--- config.mk ---
export PLATFORM = sky130hd
export DESIGN_NAME = afpm_operand_deserializer_flat
export DESIGN_NICKNAME = d
export VERILOG_FILES = /design/src/rtl/afpm_operand_deserializer_if.sv /design/src/rtl/afpm_operand_deserializer.sv /design/src/flat_wrapper.sv
export SDC_FILE = /design/constraint.sdc
export NUM_CORES = 1
export LEC_CHECK = 0
export ABC_AREA = 1
export CELL_PAD_IN_SITES_DETAIL_PLACEMENT = 2
export CELL_PAD_IN_SITES_GLOBAL_PLACEMENT = 2
export CORE_MARGIN = 2
export CORE_UTILIZATION = 33
export CTS_BUF_LIST = sky130_fd_sc_hd__clkbuf_4 sky130_fd_sc_hd__clkbuf_8
export DETAILED_ROUTE_END_ITERATION = 10
export PLACE_DENSITY_LB_ADDON = 0.1
export REMOVE_ABC_BUFFERS = 1
export SLEW_MARGIN = 0
export SYNTH_ARGS = -nofsm -noshare
export SYNTH_HDL_FRONTEND = slang
export SYNTH_SLANG_ARGS = --single-unit
--- constraint.sdc ---
create_clock -name clk -period 3.66 [get_ports clk]
set_input_delay 0.366 -clock clk [delete_from_list [all_inputs] [get_ports clk]]
set_output_delay 0.366 -clock clk [all_outputs]
set_load 0.01 [all_outputs]
--- src/rtl/afpm_operand_deserializer_if.sv ---
// Byte-serial operand link into the FP16 log-multiplier core.
// master drives beats and accepts pairs; slave is the deserializer.
interface afpm_operand_deserializer_if #(
    parameter int ERR_W = 8
);
    logic             ena;
    logic             byte_valid;
    logic [7:0]       a_byte;
    logic [7:0]       b_byte;
    logic             in_ready;
    logic [15:0]      op_a;
    logic [15:0]      op_b;
    logic             op_valid;
    logic             op_ready;
    logic [1:0]       a_cls;
    logic [1:0]       b_cls;
    logic             sync_err;
    logic [ERR_W-1:0] err_cnt;

    modport master (
        output ena, byte_valid, a_byte, b_byte, op_ready,
        input  in_ready, op_a, op_b, op_valid,
        input  a_cls, b_cls, sync_err, err_cnt
    );

    modport slave (
        input  ena, byte_valid, a_byte, b_byte, op_ready,
        output in_ready, op_a, op_b, op_valid,
        output a_cls, b_cls, sync_err, err_cnt
    );
endinterface

--- src/rtl/afpm_operand_deserializer.sv ---
// Two-beat operand assembler with one staging slot, beat timeout,
// saturating framing-error counter and FP16 special-value tagging.
module afpm_operand_deserializer #(
    parameter int LSB_FIRST = 1,
    parameter int TIMEOUT   = 16,
    parameter int ERR_W     = 8
) (
    input logic clk,
    input logic rst,
    afpm_operand_deserializer_if.slave bus
);
    localparam int TW = (TIMEOUT > 2) ? $clog2(TIMEOUT) : 1;

    typedef enum logic [1:0] {LO, HI, HOLD} state_t;

    state_t           state, state_nx;
    logic [TW-1:0]    timer, timer_nx;
    logic [7:0]       half_a, half_b;
    logic [15:0]      stg_a, stg_b;
    logic [15:0]      op_a, op_b;
    logic             op_valid;
    logic             sync_err;
    logic [ERR_W-1:0] err_cnt;

    logic        in_ready, beat, accept, drop, drain;
    logic        ld_half, ld_out, ld_stg, stg_to_out, tmo;
    logic [15:0] word_a, word_b;

    function automatic logic [1:0] fp16_cls(input logic [15:0] v);
        logic [1:0] c;
        c = 2'b00;
        if (v[14:10] == 5'd0 && v[9:0] == 10'd0)
            c = 2'b01;
        else if (v[14:10] == 5'h1f && v[9:0] == 10'd0)
            c = 2'b10;
        else if (v[14:10] == 5'h1f)
            c = 2'b11;
        return c;
    endfunction

    assign in_ready = (state != HOLD);
    assign beat     = bus.byte_valid & bus.ena;
    assign accept   = beat & in_ready;
    assign drop     = beat & ~in_ready;
    assign drain    = op_valid & bus.op_ready;

    // Join the stored first beat with the current one in wire order.
    always_comb begin
        word_a = {bus.a_byte, half_a};
        word_b = {bus.b_byte, half_b};
        if (LSB_FIRST == 0) begin
            word_a = {half_a, bus.a_byte};
            word_b = {half_b, bus.b_byte};
        end
    end

    // Next-state, timer and datapath load strobes.
    always_comb begin
        state_nx   = state;
        timer_nx   = timer;
        ld_half    = 1'b0;
        ld_out     = 1'b0;
        ld_stg     = 1'b0;
        stg_to_out = 1'b0;
        tmo        = 1'b0;
        unique case (state)
            LO: begin
                if (accept) begin
                    ld_half  = 1'b1;
                    timer_nx = '0;
                    state_nx = HI;
                end
            end
            HI: begin
                if (accept) begin
                    timer_nx = '0;
                    if (!op_valid || drain) begin
                        ld_out   = 1'b1;
                        state_nx = LO;
                    end else begin
                        ld_stg   = 1'b1;
                        state_nx = HOLD;
                    end
                end else if (bus.ena) begin
                    if (timer == TW'(TIMEOUT - 1)) begin
                        tmo      = 1'b1;
                        timer_nx = '0;
                        state_nx = LO;
                    end else begin
                        timer_nx = timer + 1'b1;
                    end
                end
            end
            HOLD: begin
                if (drain) begin
                    stg_to_out = 1'b1;
                    state_nx   = LO;
                end
            end
            default: state_nx = LO;
        endcase
    end

    // State and beat timer registers.
    always_ff @(posedge clk or posedge rst) begin
        if (rst) begin
            state <= LO;
            timer <= '0;
        end else begin
            state <= state_nx;
            timer <= timer_nx;
        end
    end

    // First-beat halves, staging slot and output slot.
    always_ff @(posedge clk or posedge rst) begin
        if (rst) begin
            half_a   <= '0;
            half_b   <= '0;
            stg_a    <= '0;
            stg_b    <= '0;
            op_a     <= '0;
            op_b     <= '0;
            op_valid <= 1'b0;
        end else begin
            if (ld_half) begin
                half_a <= bus.a_byte;
                half_b <= bus.b_byte;
            end
            if (ld_stg) begin
                stg_a <= word_a;
                stg_b <= word_b;
            end
            if (ld_out) begin
                op_a     <= word_a;
                op_b     <= word_b;
                op_valid <= 1'b1;
            end else if (stg_to_out) begin
                op_a     <= stg_a;
                op_b     <= stg_b;
                op_valid <= 1'b1;
            end else if (drain) begin
                op_valid <= 1'b0;
            end
        end
    end

    // Framing-error pulse and saturating counter.
    always_ff @(posedge clk or posedge rst) begin
        if (rst) begin
            sync_err <= 1'b0;
            err_cnt  <= '0;
        end else begin
            sync_err <= tmo | drop;
            if ((tmo || drop) && err_cnt != '1)
                err_cnt <= err_cnt + 1'b1;
        end
    end

    assign bus.in_ready = in_ready;
    assign bus.op_a     = op_a;
    assign bus.op_b     = op_b;
    assign bus.op_valid = op_valid;
    assign bus.a_cls    = fp16_cls(op_a);
    assign bus.b_cls    = fp16_cls(op_b);
    assign bus.sync_err = sync_err;
    assign bus.err_cnt  = err_cnt;
endmodule
--- src/flat_wrapper.sv ---
// flat-port wrapper written by rule: the top's interface ports become plain ports
module afpm_operand_deserializer_flat 
#(
    parameter int LSB_FIRST = 1,
    parameter int TIMEOUT   = 16,
    parameter int ERR_W     = 8
)
  (clk, rst, bus_ena, bus_byte_valid, bus_a_byte, bus_b_byte, bus_op_ready, bus_in_ready, bus_op_a, bus_op_b, bus_op_valid, bus_a_cls, bus_b_cls, bus_sync_err, bus_err_cnt);
  afpm_operand_deserializer_if #(.ERR_W(ERR_W)) bus_i ();
  input logic clk;
  input logic rst;
  input wire logic [$bits(bus_i.ena)-1:0] bus_ena;
  input wire logic [$bits(bus_i.byte_valid)-1:0] bus_byte_valid;
  input wire logic [$bits(bus_i.a_byte)-1:0] bus_a_byte;
  input wire logic [$bits(bus_i.b_byte)-1:0] bus_b_byte;
  input wire logic [$bits(bus_i.op_ready)-1:0] bus_op_ready;
  output wire logic [$bits(bus_i.in_ready)-1:0] bus_in_ready;
  output wire logic [$bits(bus_i.op_a)-1:0] bus_op_a;
  output wire logic [$bits(bus_i.op_b)-1:0] bus_op_b;
  output wire logic [$bits(bus_i.op_valid)-1:0] bus_op_valid;
  output wire logic [$bits(bus_i.a_cls)-1:0] bus_a_cls;
  output wire logic [$bits(bus_i.b_cls)-1:0] bus_b_cls;
  output wire logic [$bits(bus_i.sync_err)-1:0] bus_sync_err;
  output wire logic [$bits(bus_i.err_cnt)-1:0] bus_err_cnt;
  assign bus_i.ena = bus_ena;
  assign bus_i.byte_valid = bus_byte_valid;
  assign bus_i.a_byte = bus_a_byte;
  assign bus_i.b_byte = bus_b_byte;
  assign bus_i.op_ready = bus_op_ready;
  assign bus_in_ready = bus_i.in_ready;
  assign bus_op_a = bus_i.op_a;
  assign bus_op_b = bus_i.op_b;
  assign bus_op_valid = bus_i.op_valid;
  assign bus_a_cls = bus_i.a_cls;
  assign bus_b_cls = bus_i.b_cls;
  assign bus_sync_err = bus_i.sync_err;
  assign bus_err_cnt = bus_i.err_cnt;
  afpm_operand_deserializer #(.LSB_FIRST(LSB_FIRST), .TIMEOUT(TIMEOUT), .ERR_W(ERR_W)) u_core (.clk(clk), .rst(rst), .bus(bus_i));
endmodule
==> Word-level counts from Yosys, hierarchy flattened <==
Cells that the tools add are included.
{ "totals": {"input_bits": 21, "ff_bits": 96, "output_inout_bits": 47, "wordCells": 87} }
{ "classes": {"bitwise_logic": 6, "eq_ne": 11, "mux": 39, "addsub": 2, "n_reduce_logical": 18} }
{ "op_table": {"columns": ["operator", "n"], "rows": [
  ["16-bit two-way mux", 4],
  ["2-bit two-way mux", 12],
  ["10-bit logical NOT", 2],
  ["1-bit two-way mux", 17],
  ["4-bit two-way mux", 4],
  ["5-bit equality test (second input constant)", 2],
  ["5-bit logical NOT", 2],
  ["8-bit by 1-bit adder with 8-bit output (second input constant)", 1],
  ["8-bit inequality test (second input constant)", 1],
  ["4-bit case mux with 2 select lines", 1],
  ["2-bit case mux with 3 select lines", 1],
  ["1-bit logical AND", 5],
  ["4-bit by 1-bit adder with 4-bit output (second input constant)", 1],
  ["1-bit AND", 4],
  ["4-bit equality test (second input constant)", 1],
  ["2-bit by 1-bit inequality test with 1-bit output (second input constant)", 2],
  ["4-bit AND reduction", 1],
  ["2-bit nonzero test", 2],
  ["3-bit by 1-bit inequality test with 1-bit output (second input constant)", 1],
  ["3-bit by 2-bit inequality test with 1-bit output (second input constant)", 1],
  ["3-bit AND reduction", 1],
  ["3-bit nonzero test", 1],
  ["2-bit by 1-bit equality test with 1-bit output (second input constant)", 1],
  ["2-bit equality test (second input constant)", 1],
  ["6 further kinds", 7]
]} }

==> Depth between registers and ports, before layout <==
{ "logic_depth": {"word_depth": 7, "ltp_mapped": 9, "mapped_depth_nobuf": 8} }

==> Worst setup path before layout <==
No wires, ideal clock.
{ "synth_timing": {"path_kind": "register to output", "startpoint": "register u_core.op_a[10] (netlist: u_core.bus.op_a[10])", "endpoint": "output port bus_a_cls[0]", "required_time_ps": 3294, "slack_ps": 2222, "stages_incl_launch_ff": 5, "arrival_ps": 1072, "cell_sequence": "dfrtp_1 inv_1 nor3_1 o21ai_0 nand2_1"} }
{ "synth_between": {"elab_chain_len": 4} }
{ "synth_rtl": {"columns": ["item", "line_no", "text"], "rows": [
  ["start: declaration", "afpm_operand_deserializer.sv:20", "logic [15:0] op_a, op_b;"],
  ["start signal: assignment", "afpm_operand_deserializer.sv:135", "op_a <= word_a;"],
  ["start signal: assignment", "afpm_operand_deserializer.sv:139", "op_a <= stg_a;"],
  ["5-bit equality test", "afpm_operand_deserializer.sv:34, afpm_operand_deserializer.sv:36", null],
  ["2-bit two-way mux / 1-bit logical AND (equally long branches)", "afpm_operand_deserializer.sv:36, afpm_operand_deserializer.sv:34", null],
  ["2-bit two-way mux", "afpm_operand_deserializer.sv:34", "else if (v[14:10] == 5'h1f && v[9:0] == 10'd0)"],
  ["2-bit two-way mux (*)", "afpm_operand_deserializer.sv:32", "if (v[14:10] == 5'd0 && v[9:0] == 10'd0)"],
  ["end: declaration", "flat_wrapper.sv:21", "output wire logic [$bits(bus_i.a_cls)-1:0] bus_a_cls;"]
]} }
Mark *: on every way between the ends. The rest lies on a longest branch, timed or not.

==> Final worst setup path <==
{ "layout_timing": {"startpoint": "register u_core.op_b[10] (netlist: u_core.bus.op_b[10])", "endpoint": "output port bus_b_cls[0]"} }
{ "layout_between": {"elab_chain_len": 4} }
{ "layout_rtl": {"columns": ["item", "line_no", "text"], "rows": [
  ["start: declaration", "afpm_operand_deserializer.sv:20", null],
  ["start signal: assignment", "afpm_operand_deserializer.sv:136", "op_b <= word_b;"],
  ["start signal: assignment", "afpm_operand_deserializer.sv:140", "op_b <= stg_b;"],
  ["5-bit equality test", "afpm_operand_deserializer.sv:34, afpm_operand_deserializer.sv:36", null],
  ["2-bit two-way mux / 1-bit logical AND (equally long branches)", "afpm_operand_deserializer.sv:36, afpm_operand_deserializer.sv:34", null],
  ["2-bit two-way mux", "afpm_operand_deserializer.sv:34", null],
  ["2-bit two-way mux (*)", "afpm_operand_deserializer.sv:32", null],
  ["end: declaration", "flat_wrapper.sv:22", "output wire logic [$bits(bus_i.b_cls)-1:0] bus_b_cls;"]
]} }
Marked as above.

==> summary.txt <==
Sequential share of the synthesized area -> 0.558
Yosys warning total -> 0
Leak Pwr -> 2.58 nW
Post-Place Cells -> 741
Design area -> 5280 um^2
HPWL Detailed -> 8310 um
Detailed Routing Iterations Pass 1 -> 4
Clock Latency Late Sink -> 370 ps
Synth top area share -> 0.558
Reg2reg start -> u_core.bus.op_valid
Sink Count -> 96
Setup violations, final -> 0
I/O pins -> 68
Total GRT Usage -> 0.187
Share of cells above drive strength 1 -> 0.0650
Main synth FF type -> dfrtp_1
Netlist Area Pre-Place -> 4310 um^2
PostCTS Resize Cnt -> 0
Post-layout util -> 0.417
Critical register-to-register path endpoint -> u_core.stg_a[11]
Setup TNS -> 0 ps
Startpoint types -> register
Register Area -> 2400 um^2
Diode count -> 0
Cell area power density -> 723 nW/um^2
Area leader, netlist -> dfrtp_1
Overall Power -> 3.82 mW
Final wirelength -> 12500 um
Fmax -> 0.408 GHz
Footprint of the multi-input gates -> 1620 um^2
Crit path kind -> register to output pin
CTS tree -> yes
Root buffer cell -> clkbuf_8
Skew final -> 6.99 ps
Final Wtd Congestion -> 0.742
Area Overhead vs Synth -> 22.6%
VDD IR-drop max -> 0.000278 V
DR DRC count -> 0
Max Cap Violations -> 0
CP max FO -> 3
Vias in the first global route -> 4124
Die height -> 118 um
Depth of the CTS H-tree -> 3
Slew margin rel. -> 0.397
Row Count -> 41
Dpl ws -> 1070 ps
Filler instances -> 1480
Die area -> 14000 um^2
Synth Area per Inst -> 8.30 um^2
Initial antenna violation count -> 0
Grt ovf -> 0
CORE AREA -> 12700 um^2
Setup slack after layout -> 1210 ps
I/O Buffers -> 67
Largest net degree at the start of global routing -> 52
Top cells by count, synth -> nand2_1 (211), dfrtp_1 (96), nand3_1 (70), o21ai_0 (39), inv_1 (32)
Final Cycle Share -> 0.669
CP Capture Type -> output pin
Yosys cell types -> 25
DR iter-0 viols -> 95
Cells taking the most area after synthesis -> dfrtp_1 (56%), nand2_1 (18%), nand3_1 (8.1%)
Cts-stage hold buffer count -> 0
Routed vias -> 3675
Hold Crit Class -> input port to async pin
CP Data Required Time -> 3290 ps
Starting Density -> 0.340
Worst setup path end -> bus_b_cls[0]
Min Hold Slack -> 464 ps
Slew Limit Fails -> 0
Die Width -> 118 um
RSZ-0062 raised after global routing -> false
Post-CTS setup buffers -> 0
Fin. Hold Viols -> 0
Final net count -> 603
Synthesized instance count -> 519
Post-synthesis async set-or-reset flop share -> 1.00
Reg clk slew, reported paths -> 100 ps
CTS max path bufs -> 2
Minimum clock period after layout -> 2450 ps
Post-synth EDFFs -> 0
Drt via density -> 4.85
Final ANT Viol Nets -> 0
First-pass GRT wire length -> 20700 um
CP Launch Point -> u_core.bus.op_b[10]
Cell Count, Final, Fillers Out -> 757
Most common cell in the netlist -> nand2_1
R2R Setup Slk -> 1610 ps
Placed cell areas -> 5080 um^2
FF-to-FF path depth -> 4
Slew @ Worst Pin -> 901 ps
#FFs+latches synth -> 96
Total CTS buffers -> 9
Worst EP arrival -> 2080 ps
DR WL/cell -> 16.5 um
Outcome -> finished, final reports clean
registers in the layout, indices dropped and copies added, names as in the netlist, 2 cells and up:
signal / cells
u_core.bus.op_a: 16
u_core.bus.op_b: 16
u_core.stg_a: 16
u_core.stg_b: 16
u_core.bus.err_cnt: 8
u_core.half_a: 8
u_core.half_b: 8
u_core.timer: 4
u_core.state: 2
how the worst min path moves through the flow:
| stage | slack [ps] | cells after the start | from | to |
|---|---|---|---|---|
| floorplan | 440 | 2 | u_core.stg_a[0] | u_core.stg_a[0] |
| global placement | 450 | 2 | u_core.stg_b[5] | u_core.stg_b[5] |
| detailed placement | 470 | 2 | u_core.stg_b[0] | u_core.stg_b[0] |
| CTS | 490 | 2 | rst | u_core.timer[2] |
| global route | 520 | 2 | rst | u_core.bus.op_valid |
| finish | 460 | 2 | rst | u_core.timer[2] |
placed cells by master (no fill, tap or decap):
master | Yosys | layout
a22oi_1 | 1 | 1
nand4_2 | 1 | 1
buf_12 | 0 | 1
nand3b_1 | 1 | 1
nor2_8 | 1 | 1
nor2_2 | 3 | 3
a21oi_1 | 1 | 1
clkdlybuf4s50_1 | 0 | 67
inv_2 | 7 | 7
clkinv_2 | 0 | 2
nand2_1 | 211 | 211
inv_1 | 32 | 31
clkinvlp_4 | 0 | 2
xnor2_1 | 2 | 2
nor4_1 | 2 | 2
nor2_1 | 19 | 19
clkbuf_8 | 0 | 9
bufinv_16 | 0 | 1
nand2_4 | 1 | 1
ha_1 | 2 | 2
nand4_1 | 1 | 1
xor2_1 | 1 | 1
nand3_1 | 70 | 70
nor3_1 | 3 | 3
o21ai_0 | 39 | 39
buf_4 | 0 | 1
inv_4 | 0 | 1
clkinv_4 | 0 | 2
nand2_2 | 5 | 5
nor2_4 | 1 | 1
dfrtp_1 | 96 | 96
cell families (layout without fill, tap and decap cells):
| family | after synthesis | count (layout) | share of synthesized area |
|---|---|---|---|
| buffers and inverters | 58 | 124 | 0.0665 |
| and+or+nand+nor | 319 | 319 | 0.316 |
| adders and majority gates | 2 | 2 | 0.00581 |
| AOI/OAI and AO/OA | 41 | 41 | 0.0482 |
| xor gates and xnor gates | 3 | 3 | 0.00610 |
| DFF | 96 | 96 | 0.558 |
final cells by class:
type / instances / area share
clock inverter: 7 / 0.0137
tap: 172 / 0.0408
clock buffer: 9 / 0.0235
timing repair buffer: 69 / 0.132
sequential: 96 / 0.455
multi-input combinational: 365 / 0.307
inverter: 39 / 0.0282
power by group:
| part | total, mW | switching [mW] | internal, mW |
|---|---|---|---|
| logic | 1.22 | 0.644 | 0.580 |
| registers | 1.88 | 0.374 | 1.50 |
| clock network | 0.717 | 0.401 | 0.316 |
layer usage:
layer	track usage	vias to the layer above	share of wire
met1	0.229	1853	0.45
met2	0.335	52	0.51
met5	0	-	0
li1	-	1757	-
met3	0.0285	13	0.026
met4	0.0595	0	0.013
critical path: stages, from the launching register on:
cell and delay [ps]:
dfrtp_1 410, inv_1 70, nor3_1 370, o21ai_0 160, nand2_1 140, clkdlybuf4s50_1 550
(Power assumes the default switching activity.)
